### config.mk
export PLATFORM = sky130hd
export DESIGN_NAME = binary_morph_3x3
export DESIGN_NICKNAME = d
export VERILOG_FILES = /design/src/rtl/binary_morph_3x3.sv
export SDC_FILE = /design/constraint.sdc
export NUM_CORES = 2
export LEC_CHECK = 0
export CORE_MARGIN = 5
export CORE_UTILIZATION = 29
export CTS_CLUSTER_SIZE = 12
export DETAILED_ROUTE_END_ITERATION = 10
export GPL_ROUTABILITY_DRIVEN = 0
export PLACE_DENSITY = 0.48
export REMOVE_ABC_BUFFERS = 1
export SLEW_MARGIN = 25
export SYNTH_ARGS = -nofsm -noshare
export SYNTH_HDL_FRONTEND = slang
export SYNTH_SLANG_ARGS = --single-unit
### constraint.sdc
create_clock -name clk -period 14.6 [get_ports clk]
set_input_delay 2.92 -clock clk [delete_from_list [all_inputs] [get_ports clk]]
set_output_delay 2.92 -clock clk [all_outputs]
set_load 0.05 [all_outputs]
### src/rtl/binary_morph_3x3.sv
// 3x3 binary erosion/dilation on a streamed monochrome image.
// Two line buffers feed a 3x3 window; the result is emitted two cycles after each accepted pixel.
module binary_morph_3x3 #(
  parameter int IMG_WIDTH = 640,
  parameter bit MODE      = 1'b0
) (
  input  logic        clk,
  input  logic        rst,
  input  logic        binary_vsync,
  input  logic        binary_clken,
  input  logic        binary_data_valid,
  input  logic [23:0] binary_data,
  output logic        morph_vsync,
  output logic        morph_clken,
  output logic        morph_data_valid,
  output logic [23:0] morph_data
);

  localparam int CW = (IMG_WIDTH > 2) ? $clog2(IMG_WIDTH) : 2;
  localparam logic [CW-1:0] COL_LAST = CW'(IMG_WIDTH - 1);
  localparam logic [CW-1:0] COL_TWO  = CW'(2);

  logic [IMG_WIDTH-1:0] lb1_q;
  logic [IMG_WIDTH-1:0] lb2_q;

  logic          vsync_prev_q, vsync_prev_d;
  logic [CW-1:0] col_q, col_d;
  logic [1:0]    row_q, row_d;
  logic [8:0]    win_q, win_d;
  logic          c_ok_q, c_ok_d;
  logic          r_ok_q, r_ok_d;
  logic          beat1_q, beat1_d;
  logic [23:0]   data_q, data_d;
  logic [2:0]    sb1_q, sb1_d;
  logic [2:0]    sb2_q;

  logic          frame_start_s;
  logic          beat_s;
  logic [CW-1:0] col_eff_s;
  logic [1:0]    row_eff_s;
  logic          pix_s;
  logic          lb1_rd_s;
  logic          lb2_rd_s;
  logic          reduce_s;
  logic          unused_data_s;

  assign unused_data_s = ^binary_data[23:1];

  // Counters, window shift and stage-1/stage-2 next-state logic.
  always_comb begin
    frame_start_s = binary_vsync & ~vsync_prev_q;
    beat_s        = binary_clken & binary_data_valid;
    pix_s         = binary_data[0];
    // The beat coinciding with a vsync rise is pixel (0,0) of the new frame.
    if (frame_start_s) begin
      col_eff_s = {CW{1'b0}};
      row_eff_s = 2'd0;
    end else begin
      col_eff_s = col_q;
      row_eff_s = row_q;
    end
    lb1_rd_s     = lb1_q[col_eff_s];
    lb2_rd_s     = lb2_q[col_eff_s];
    vsync_prev_d = binary_vsync;
    col_d        = col_eff_s;
    row_d        = row_eff_s;
    win_d        = win_q;
    c_ok_d       = c_ok_q;
    r_ok_d       = r_ok_q;
    beat1_d      = beat_s;
    sb1_d        = {binary_vsync, binary_clken, binary_data_valid};
    if (beat_s) begin
      if (col_eff_s == COL_LAST) begin
        col_d = {CW{1'b0}};
        row_d = (row_eff_s == 2'd2) ? 2'd2 : (row_eff_s + 2'd1);
      end else begin
        col_d = col_eff_s + {{(CW-1){1'b0}}, 1'b1};
        row_d = row_eff_s;
      end
      // Each 3-bit group is one window row, oldest column in the MSB.
      win_d  = {win_q[7:6], lb2_rd_s, win_q[4:3], lb1_rd_s, win_q[1:0], pix_s};
      c_ok_d = (col_eff_s >= COL_TWO);
      r_ok_d = (row_eff_s == 2'd2);
    end else begin
      win_d = win_q;
    end
    reduce_s = MODE ? (|win_q) : (&win_q);
    data_d   = data_q;
    if (beat1_q) begin
      data_d = (c_ok_q & r_ok_q & reduce_s) ? 24'hFFFFFF : 24'h000000;
    end else begin
      data_d = data_q;
    end
  end

  // Control and pipeline registers.
  always_ff @(posedge clk or posedge rst) begin
    if (rst) begin
      vsync_prev_q <= 1'b0;
      col_q        <= {CW{1'b0}};
      row_q        <= 2'd0;
      win_q        <= 9'd0;
      c_ok_q       <= 1'b0;
      r_ok_q       <= 1'b0;
      beat1_q      <= 1'b0;
      data_q       <= 24'd0;
      sb1_q        <= 3'd0;
      sb2_q        <= 3'd0;
    end else begin
      vsync_prev_q <= vsync_prev_d;
      col_q        <= col_d;
      row_q        <= row_d;
      win_q        <= win_d;
      c_ok_q       <= c_ok_d;
      r_ok_q       <= r_ok_d;
      beat1_q      <= beat1_d;
      data_q       <= data_d;
      sb1_q        <= sb1_d;
      sb2_q        <= sb1_q;
    end
  end

  // Line buffers are never cleared; row/col gating hides stale contents.
  always_ff @(posedge clk) begin
    if (beat_s) begin
      lb1_q[col_eff_s] <= pix_s;
      lb2_q[col_eff_s] <= lb1_rd_s;
    end
  end

  assign morph_vsync      = sb2_q[2];
  assign morph_clken      = sb2_q[1];
  assign morph_data_valid = sb2_q[0];
  assign morph_data       = data_q;

endmodule

Word-level counts from Yosys, hierarchy flattened
Cells that the tools add are included.
W data, S select, Z words.
{"block": "classes", "n_addsub": 2, "n_lt_le_gt_ge": 3, "n_eq_ne": 2, "mux": 16, "bitwise": 5, "reduce_logical": 2}
{"cell": "$bwmux W640", "count": 2}
{"cell": "$mux W10", "count": 3}
{"cell": "$mux W24", "count": 1}
{"cell": "$bmux W1 S10", "count": 2}
{"cell": "$lt A10 B11 Y1 const B", "count": 1}
{"cell": "$add A10 B1 Y10 const B", "count": 1}
{"cell": "$demux W1 S10", "count": 1}
{"cell": "$eq A10 B10 Y1 const B", "count": 1}
{"cell": "$ge A10 B1 Y1 const B", "count": 1}
{"cell": "$ge A10 B2 Y1 const B", "count": 1}
{"cell": "$reduce_and A9 Y1", "count": 1}
{"cell": "$mux W2", "count": 4}
{"cell": "$and A1 B1 Y1", "count": 4}
{"cell": "$mux W1", "count": 3}
{"cell": "$add A2 B1 Y2 const B", "count": 1}
{"cell": "$eq A2 B2 Y1 const B", "count": 1}
{"cell": "$logic_and A1 B1 Y1", "count": 1}
{"cell": "$not A1 Y1", "count": 1}
{"block": "word_totals", "reg_bits": 1335, "in_bits": 29, "out_inout_bits": 27, "word_cells": 42}

Longest topological paths before layout
{"block": "logic_depth", "depth_word": 8, "depth_mapped": 15, "ltp_nobuf": 10}

Worst setup path after synthesis
No wires, ideal clock.
{"block": "synth_path", "path_kind": "input -> register", "from": "in binary_vsync", "to": "reg lb2_q[0], data pin", "setup_ns": 1.807, "t_arrival_ns": 12.413, "required_ns": 12.793, "slack_ns": 0.380, "cell_stages": 13, "n_path_buf": 4, "cell_sequence": "nor2b_4 -> buf_6 -> buf_6 -> nor3_1 -> buf_2 -> buf_4 -> o221ai_1 -> o21ai_0 -> o31ai_1 -> nand4_1 -> a22oi_1 -> o311ai_1 -> or2_1"}
{"block": "synth_between", "word_cells_on_any_way": 10, "classes_between": "order compare: 2; mux: 6; bitwise: 1; reduce/logical: 1"}
{"item": "start, declared", "line_no": "9", "rtl": "input logic binary_vsync,"}
{"item": "$and A1 B1 Y1", "line_no": "51", "rtl": "frame_start_s = binary_vsync & ~vsync_prev_q;"}
{"item": "$mux W10", "line_no": "55", "rtl": "if (frame_start_s) begin"}
{"item": "$bmux W1 S10", "line_no": "62", "rtl": "lb1_rd_s = lb1_q[col_eff_s];"}
{"item": "$mux W1 (implied by the code)", "line_no": "62"}
{"item": "named net lb1_rd_s", "line_no": "42", "rtl": "logic lb1_rd_s;"}
{"item": "$bwmux W640", "line_no": "127", "rtl": "lb2_q[col_eff_s] <= lb1_rd_s;"}
{"item": "end signal, assigned by index", "line_no": "127"}
{"item": "end, declared", "line_no": "24", "rtl": "logic [IMG_WIDTH-1:0] lb2_q;"}
The timed path passes the listed nets, and every way through them passes these cells. The select of a mux whose other input is x is not followed.
A chain may end at the register's enable or synchronous reset.

Worst setup path after layout
{"block": "layout_path", "from": "in binary_vsync", "to": "reg lb2_q[639], data pin"}
Same word-level chain as after synthesis.

==> flow_summary.toml <==
[routing]
wl_met1_um = 81500
met3_length_um = 13100
route.met2.wl_um = 82300
drtIter0Drc = 4286
top_layer = "met4"
firstDrtPassIters = 5
drt-total-wl_um = 183000
drtAntennaViolNets = 0
routed_via_density = 5.26
wl_per_cell_um = 26.8
vias = 35853
drcViolationCount = 0

[clock_network]
numCtsBuffers = 144
cts_resized = 0
cts_max_path_buffers = 3
cts_root_buf = "clkbuf_16"
cts-htree-levels = 4
hold_buffers = 0
cts_tree = "done"
postCtsSetupBuffers = 0
clkLatencyLatePin_ns = 0.79
clock_sinks = 1311
cts.clk_slew.worst_paths_ns = 0.06

[layout]
area_growth_pct = 12.8
postLayoutCoreUtil_pct = 33.0
diodes = 0
fin_nets = 4232
layout-drive-gt1-share_pct = 11.7
fill_cells = 18788
layout.cell_area.non_filler_mm2 = 0.0627

[yosys]
syn_area_per_cell_um2 = 13.0
synth_xor_xnor_area_share_pct = 0.110
ys_seq_area_share_pct = 70.5
synthSimpleGateAreaFrac_pct = 11.4
synth.distinct_cells = 73
synth.area.mux_share_pct = 4.75
synth_top_flop_cell = "edfxtp_1"
ys_ff_latch = 1311
synth-compound-area-share_pct = 9.17
synth_top_family_by_area = "simple AND/OR/NAND/NOR gates"
synth_async_sr_flop_share_pct = 2.36
synth_enable_flop_cells = 1280
synth_area_mm2 = 0.0556
ys_warn_count = 0
synth_cells = 4277
synthAdderAreaFrac_pct = 0.135

[critical_path]
path_max_fanout = 156
critical_path.cell_chain = "clkdlybuf4s50_1 -> nor2b_4 -> buf_4 -> nor2_8 -> inv_12 -> buf_12 -> buf_4 -> a211oi_1 -> o21ai_0 -> o2111ai_1 -> o21ai_0 -> nand2_1 -> o311ai_1 -> or2_4 -> buf_4 -> buf_4"
crit_arrival_ns = 9.53
slowest_stage = "buf_4"
slowest_delay_ns = 0.91
endpoint_kind = "flop"
path_common_cell = "buf_4"
startpoint_type = "input port"
crit_type = "input port to flop"
required_ns = 15.02

[floorplan]
initial_core_util_pct = 29.2
dieHeight_um = 448
die_w_um = 448
die-area_mm2 = 0.201
io_pins = 56
fp.coreArea_mm2 = 0.190
row_count = 160

[worst_hold_path]
hp-class = "flop to flop"

[timing]
slew-limit-headroom_pct = 23.8
setup-tns-final_ns = 0
period_share_pct = 62.4
period_minus_slack_ns = 9.11
clock.fmax_mhz = 110
rsz0062_at_grt = "no"
worst_pin_slew_ns = 1.13
setup_viol = 0
slew_violations = 0
hold_viol = 0
skew_ns = 0.0369
finalWorstSetupSlack_ns = 5.49

[grt]
grt_pass1_wl_um = 260000
grt_usage_pct = 17.9
grt_antenna_before_repair = 8
grt_max_degree = 203
grt_overflow = 0
grt_pass1_vias = 35200

[placement]
pre_cts_slack_ns = 4.69
port-buffer-count = 32
dpl_cell_area_mm2 = 0.0583
dp_hpwl_um = 102000

[power]
p_total_mw = 8.60
p_leak_nw = 19.4
power.density_mw_per_mm2 = 137
ir_drop_uv = 120

[run_status]
status = "complete, no violations"

[run]
maxCapViolations = 0
[state kept, by name (all words and copies together), names as in the netlist]
register / flops
win_q: 9
sb1_q: 3
beat1_q: 1
lb2_q: 640
sb2_q: 3
row_q: 2
morph_data: 1
col_q: 10
c_ok_q: 1
r_ok_q: 1
lb1_q: 640
[layout make-up]
class	instances	area [µm²]	share of cell area (%)
sequential	1311	39200	62.5
timing repair buffer	149	1320	2.10
clock buffer	186	3820	6.10
inverter	89	354	0.564
tap	2511	3140	5.01
multi-input combinational	2502	14300	22.8
clock inverter	70	579	0.923
[cell usage after synthesis, types with 24 or more instances]
| master | number | share of area, % |
|---|---|---|
| nand2_1 | 457 | 3.1 |
| mux2i_1 | 75 | 1.3 |
| nor2b_1 | 90 | 1.0 |
| buf_2 | 146 | 1.3 |
| inv_1 | 85 | 0.57 |
| a31oi_1 | 196 | 2.2 |
| o221ai_1 | 81 | 1.3 |
| mux2_2 | 144 | 2.9 |
| a21oi_1 | 66 | 0.59 |
| clkbuf_1 | 148 | 1.0 |
| a211oi_1 | 122 | 1.6 |
| buf_4 | 48 | 0.65 |
| nand3_1 | 41 | 0.37 |
| nand4_1 | 25 | 0.28 |
| edfxtp_1 | 1280 | 69 |
| nor2_1 | 783 | 5.3 |
| and3_1 | 37 | 0.42 |
| dfrtp_1 | 31 | 1.4 |
| a221oi_1 | 24 | 0.38 |
| o21ai_0 | 99 | 0.89 |
| o22ai_1 | 53 | 0.60 |
[power breakdown]
group	total (mW)	switching, mW	internal [mW]
Combinational	0.840	0.638	0.202
Clock	3.47	1.50	1.97
Sequential	4.29	0.0175	4.27
Total	8.60	2.15	6.45
[layer usage]
layer / track usage, % / up-vias
li1: - / 15737
met1: 25.8 / 18365
met2: 27.6 / 1463
met3: 2.64 / 288
met4: 6.27 / 0
met5: 0 / -
[cell families (layout without fill, tap and decap cells)]
logic type               count (synthesis)  count (layout)
flip-flops                            1311            1311
AO/OA/AOI/OAI                          750             750
multiplexers                           231             231
AND/OR/NAND/NOR                       1508            1508
XOR/XNOR                                 7               7
adder cells (fa/ha/maj)                  6               6
buffers and inverters                  464             494
[cell usage in the layout (no fill, tap or decap), drive strengths merged, types with 4 or more instances in the layout]
cell,Yosys,layout
edfxtp,1280,1280
nor2,784,784
nand2,457,457
a31oi,196,196
clkbuf,151,186
mux2,144,144
a211oi,123,123
buf,224,118
o21ai,111,111
inv,88,98
nor2b,91,91
o221ai,81,81
mux2i,75,75
a21oi,66,66
o22ai,53,53
clkinv,1,51
nand3,41,41
and3,37,37
clkdlybuf4s50,0,31
dfrtp,31,31
nand4,25,25
a221oi,24,24
nor4,23,23
a311oi,23,23
o31ai,19,19
nand2b,18,18
mux4,12,12
nor3,11,11
or3,8,8
a22oi,8,8
bufinv,0,7
nand3b,6,6
a21boi,6,6
ha,6,6
a2111oi,5,5
xor2,5,5
a221o,4,4
a22o,4,4
[worst paths after layout]
check | slack, ns | cells after the start | to | from
max | 5.49 | 16 | lb2_q[639]$_DFFE_PP_ | binary_vsync
min | 0.35 | 0 | sb2_q[1]$_DFF_PP0_ | sb1_q[1]$_DFF_PP0_
max reg2reg | 7.03 | 13 | lb2_q[639]$_DFFE_PP_ | col_q[0]$_DFF_PP0_
min reg2reg | 0.35 | 0 | sb2_q[1]$_DFF_PP0_ | sb1_q[1]$_DFF_PP0_
max in group asynchronous | 11.54 | 3 | col_q[1]$_DFF_PP0_ | rst
min in group asynchronous | 2.60 | 3 | col_q[2]$_DFF_PP0_ | rst
[critical path: cells and delay by family]
kind / cells / cell delay, ns
buffers and inverters: 7 / 4.26
and+or+nand+nor: 4 / 0.71
AOI/OAI and AO/OA: 5 / 1.18
[metrics by stage]
step,instances,hold WS [ns]
global placement,6562,0.332
floorplan,3902,0.331
detailed placement,6562,0.335
global route,6818,0.365
finish,6818,0.346
CTS,6818,0.345
Note: power is estimated with default switching activity, not from simulation.
